`src/rtl/relu_backprop.sv`:
```
// ReLU backward gate: queues one derivative mask per forward sample and applies
// the masks, in order, to the returning gradient stream. Optional RELU_BP_DEADCNT_EN adds dead_count.
module relu_backprop #(
    parameter int DATA_WIDTH = 12,
    parameter int DEPTH      = 16,
    localparam int CW        = $clog2(DEPTH + 1)
) (
    input  logic                  clk,
    input  logic                  rst,
    input  logic                  clear,
    input  logic                  fwd_valid,
    output logic                  fwd_ready,
    input  logic [DATA_WIDTH-1:0] fwd_data,
    input  logic                  grad_in_valid,
    output logic                  grad_in_ready,
    input  logic [DATA_WIDTH-1:0] grad_in_data,
    output logic                  grad_out_valid,
    input  logic                  grad_out_ready,
    output logic [DATA_WIDTH-1:0] grad_out_data,
`ifdef RELU_BP_DEADCNT_EN
    output logic [15:0]           dead_count,
`endif
    output logic [CW-1:0]         mask_count
);

    localparam int AW = $clog2(DEPTH);

    logic [DEPTH-1:0] mask_mem;
    logic [AW-1:0]    wr_ptr;
    logic [AW-1:0]    rd_ptr;
    logic             full;
    logic             empty;
    logic             push;
    logic             pop;
    logic             rd_mask;

    assign full  = (mask_count == CW'(DEPTH));
    assign empty = (mask_count == '0);

    // rst gates the handshakes so nothing is accepted while reset is held
    assign fwd_ready     = rst & ~full;
    assign grad_in_ready = rst & ~empty & (~grad_out_valid | grad_out_ready);

    assign push    = fwd_valid & fwd_ready;
    assign pop     = grad_in_valid & grad_in_ready;
    assign rd_mask = mask_mem[rd_ptr];

    always_ff @(posedge clk or negedge rst) begin
        if (!rst) begin
            mask_mem <= '0;
        end else if (push && !clear) begin
            mask_mem[wr_ptr] <= ~fwd_data[DATA_WIDTH-1];
        end
    end

    always_ff @(posedge clk or negedge rst) begin
        if (!rst) begin
            wr_ptr     <= '0;
            rd_ptr     <= '0;
            mask_count <= '0;
        end else if (clear) begin
            wr_ptr     <= '0;
            rd_ptr     <= '0;
            mask_count <= '0;
        end else begin
            if (push) begin
                wr_ptr <= wr_ptr + AW'(1);
            end
            if (pop) begin
                rd_ptr <= rd_ptr + AW'(1);
            end
            case ({push, pop})
                2'b10:   mask_count <= mask_count + CW'(1);
                2'b01:   mask_count <= mask_count - CW'(1);
                default: mask_count <= mask_count;
            endcase
        end
    end

    // Output register: loads on accept, holds under backpressure, drains otherwise
    always_ff @(posedge clk or negedge rst) begin
        if (!rst) begin
            grad_out_valid <= 1'b0;
            grad_out_data  <= '0;
        end else if (clear) begin
            grad_out_valid <= 1'b0;
            grad_out_data  <= '0;
        end else if (pop) begin
            grad_out_valid <= 1'b1;
            grad_out_data  <= rd_mask ? grad_in_data : '0;
        end else if (grad_out_ready) begin
            grad_out_valid <= 1'b0;
        end
    end

`ifdef RELU_BP_DEADCNT_EN
    always_ff @(posedge clk or negedge rst) begin
        if (!rst) begin
            dead_count <= '0;
        end else if (clear) begin
            dead_count <= '0;
        end else if (pop && !rd_mask && (dead_count != 16'hFFFF)) begin
            dead_count <= dead_count + 16'd1;
        end
    end
`endif

endmodule

```
`config.mk`:
```
export PLATFORM = sky130hd
export DESIGN_NAME = relu_backprop
export DESIGN_NICKNAME = d
export VERILOG_FILES = /design/src/rtl/relu_backprop.sv
export SDC_FILE = /design/constraint.sdc
export NUM_CORES = 1
export LEC_CHECK = 0
export BUFFER_PORTS_ARGS = -buffer_cell sky130_fd_sc_hd__buf_2
export CAP_MARGIN = 10
export CELL_PAD_IN_SITES_DETAIL_PLACEMENT = 0
export CELL_PAD_IN_SITES_GLOBAL_PLACEMENT = 2
export CORE_AREA = 2 2 83 85
export CTS_BUF_LIST = sky130_fd_sc_hd__clkbuf_4
export CTS_CLUSTER_DIAMETER = 80
export CTS_CLUSTER_SIZE = 8
export DETAILED_ROUTE_END_ITERATION = 10
export DIE_AREA = 0 0 85 87
export PLACE_DENSITY = 0.88
export SYNTH_ARGS = -nofsm -noshare
export SYNTH_HDL_FRONTEND = slang
export SYNTH_SLANG_ARGS = --single-unit
```
`constraint.sdc`:
```
create_clock -name clk -period 3.6 [get_ports clk]
set_clock_uncertainty 0.2 [all_clocks]
set_input_delay 0.18 -clock clk [delete_from_list [all_inputs] [get_ports clk]]
set_output_delay 0.18 -clock clk [all_outputs]
set_load 0.02 [all_outputs]
```
==> metrics.md <==
| Metric | Value |
|---|---|
| Fin area | between 2000 and 3000 um^2 |
| Via count | approximately 1700 |
| Starting Density | about 33% |
| Number of distinct library cells after synthesis | 38 |
| VDD IR max | ~0.15 mV |
| Nets | around 300 |
| WP data required | roughly 3.7 ns |
| Max-Slew Margin vs Limit | a little over half |
| RSZ-0062 raised after global routing | false |
| Syn avg cell area | 10.46 um^2 |
| Hold crit path type | input pin to flop |
| CTS tree | yes |
| Pre-antenna DRT Iters | 4 |
| Vias in the first global route | around 1600 |
| Pwr Density | around 390 nW/um^2 |
| Flops & latches, synth | 42 |
| Chip height | 87 um |
| Max-Cap Viols | 0 |
| First-pass GRT wire length | 7886 um |
| Synth Flop Type | dfrtp_1 |
| Routed WL per cell | ~14 um |
| CTS buffer count | 5 |
| Net count after synthesis | between 200 and 250 |
| Largest net degree at the start of global routing | 47 |
| Total die area | 7395 um^2 |
| CP Class | flop to flop |
| Share of cells above drive strength 1 | 23.46% |
| Most common cell after layout, fill and taps aside | dfrtp_1 |
| Number of I/O pins | 50 |
| Core Box Area | roughly 6600 um^2 |
| Critical-path maximum fanout | 9 |
| Crit end category | flop |
| Dpl ws | around 0.5 ns |
| N_diodes | 0 |
| Buffer depth of the longest clock path | 2 |
| Inst Count DP | approximately 320 |
| Reg clk slew, reported paths | around 0.15 ns |
| Most frequent cells in the layout | dfrtp_1 (42), buf_2 (38), nand2_1 (21) |
| Post-synthesis cell area | ~2200 um^2 |
| Area after DPL | between 2000 and 2500 um^2 |
| Placer's final routability congestion estimate | roughly 0.77 |
| Gr usage total | 13.28% |
| Remaining antenna violation count | 0 |
| Worst-margin pin slew | ~0.69 ns |
| CTS root buf | clkbuf_4 |
| Post_cts resized | 0 |
| First DRT Iteration DRCs | 64 |
| H-tree depth | 2 |
| Final period utilization | 85.79% |
| Max Transition Viols Final | 0 |
| DP HPWL | approximately 3100 um |
| Area growth, synth to finish | 21.81% |
| Clk_lat worst skew | 0.36 ns |
| Grt ovf | 0 |
| Arr. time, crit path | between 3 and 4 ns |
| PnR worst setup slack | approximately 0.51 ns |
| Row count | 30 |
| Startpoint types | flop |
| Setup-failing EPs final | 0 |
| Initial antenna violation count | 0 |
| Post-layout util | 40.53% |
| Syn. warnings | 0 |
| Leakage power | approximately 1.2 nW |
| Post-synthesis sequential area ratio | 48.08% |
| Routed WL | 4653 um |
| Clk sinks | 42 |
| Drt drc | 0 |
| Setup_tns | 0 ns |
| Vias per inst | 4.921 |
| Async S/R FF share, synth | between 90% and 100% |
| Max Fclk | about 0.32 GHz |
| Outcome | completed |
| Fin crit period | roughly 3.1 ns |
| Die W | approximately 85 um |
| Post-synth EDFFs | 0 |
| Synth Instances | ~210 |
| Non-Filler Instances | 340 |
| Final Hold Viols | 0 |
| IO Port Bufs | 38 |
-- registers in the layout, summed over array words and instances, names as in the netlist --
name / flops
mask_mem: 16
grad_out_data: 12
mask_count: 5
rd_ptr: 4
wr_ptr: 4
grad_out_valid: 1
-- through the flow --
step	power [mW]	hold WS, ns
after floorplan	0.6999	-0.3156
after global routing	1.091	0.04194
after global placement	0.7730	0.1587
final	1.026	0.03929
after detailed placement	0.7771	0.1427
after CTS	1.045	0.01397
-- per-layer routing --
layer | track usage [%] | share of wire (%) | vias to the layer above
met2 | 21.80 | 46 | 31
met4 | 3.463 | 0.86 | 0
met1 | 17.42 | 49 | 782
li1 | - | - | 856
met5 | 0 | 0 | -
met3 | 3.602 | 4.4 | 4
-- cell usage after synthesis (2+ instances only) --
library cell  count  area (um^2)
ha_1              8        100.1
o31ai_1          16        120.1
o21ai_0          13        65.06
a21oi_1          17        85.08
clkbuf_1         10        37.54
mux4_2            4        90.09
xor2_1            4        35.03
nand2b_1          4        25.02
nor2_1           12        45.04
nand4_1           2        12.51
mux2i_1           5        50.05
o211a_1           2        20.02
o41ai_1           4        35.03
nand2_1          21        78.83
xnor2_1           4        35.03
inv_1             7        26.28
dfrtp_1          42         1051
buf_1             2        7.510
buf_2             2        10.01
nand3_1          12        60.06
-- critical path: stages, from the launching register on --
cell	delay, ns
dfrtp_1	0.50
nor4_2	0.12
a211oi_2	0.63
nand2b_1	0.23
inv_1	0.09
ha_1	0.32
nor2b_1	0.15
o21a_1	0.18
nor4_1	0.25
o21ai_0	0.14
nor3b_1	0.15
-- repair_timing --
action / 4_1_cts / 5_1_grt
endpoints found under the hold margin: 55 / 0
setup buffers: 0 / 0
hold buffers: 15 / 0
-- final timing paths --
| path | from | to | slack, ns | cells after the start |
|---|---|---|---|---|
| max in group asynchronous | rst | mask_mem[11]$_DFFE_PN0P_ | 2.52 | 3 |
| worst max register to register | mask_count[0]$_DFFE_PN0P_ | mask_count[4]$_DFFE_PN0P_ | 0.51 | 10 |
| worst min-delay path | fwd_data[11] | mask_mem[1]$_DFFE_PN0P_ | 0.04 | 2 |
| worst min register to register | mask_mem[3]$_DFFE_PN0P_ | mask_mem[3]$_DFFE_PN0P_ | 0.31 | 2 |
| worst max-delay path | mask_count[0]$_DFFE_PN0P_ | mask_count[4]$_DFFE_PN0P_ | 0.51 | 10 |
| min in group asynchronous | rst | mask_mem[1]$_DFFE_PN0P_ | 0.26 | 3 |
-- power by group --
part	total [mW]	switching [mW]	internal, mW	leakage, nW
Clock	0.249	0.171	0.0783	0.0278
Sequential	0.526	0.0286	0.497	0.580
Combinational	0.251	0.143	0.108	0.597
-- logic make-up after synthesis --
kind of cell	share of synthesized area (%)
compound gates	19.23
xor+xnor	3.949
fa+ha+maj	5.495
buf+inv	3.721
flops	48.08
mux	6.411
simple gates	13.11
-- final cells by class --
cell class	count	area [um^2]
clock buffers	5	37.54
clock inverters	3	23.77
fillers	640	3906
inverters	7	26.28
multi-input cells	146	1054
flip-flops and latches	42	1051
well taps	80	100.1
repair buffers	57	370.4
(Power assumes the default switching activity.)
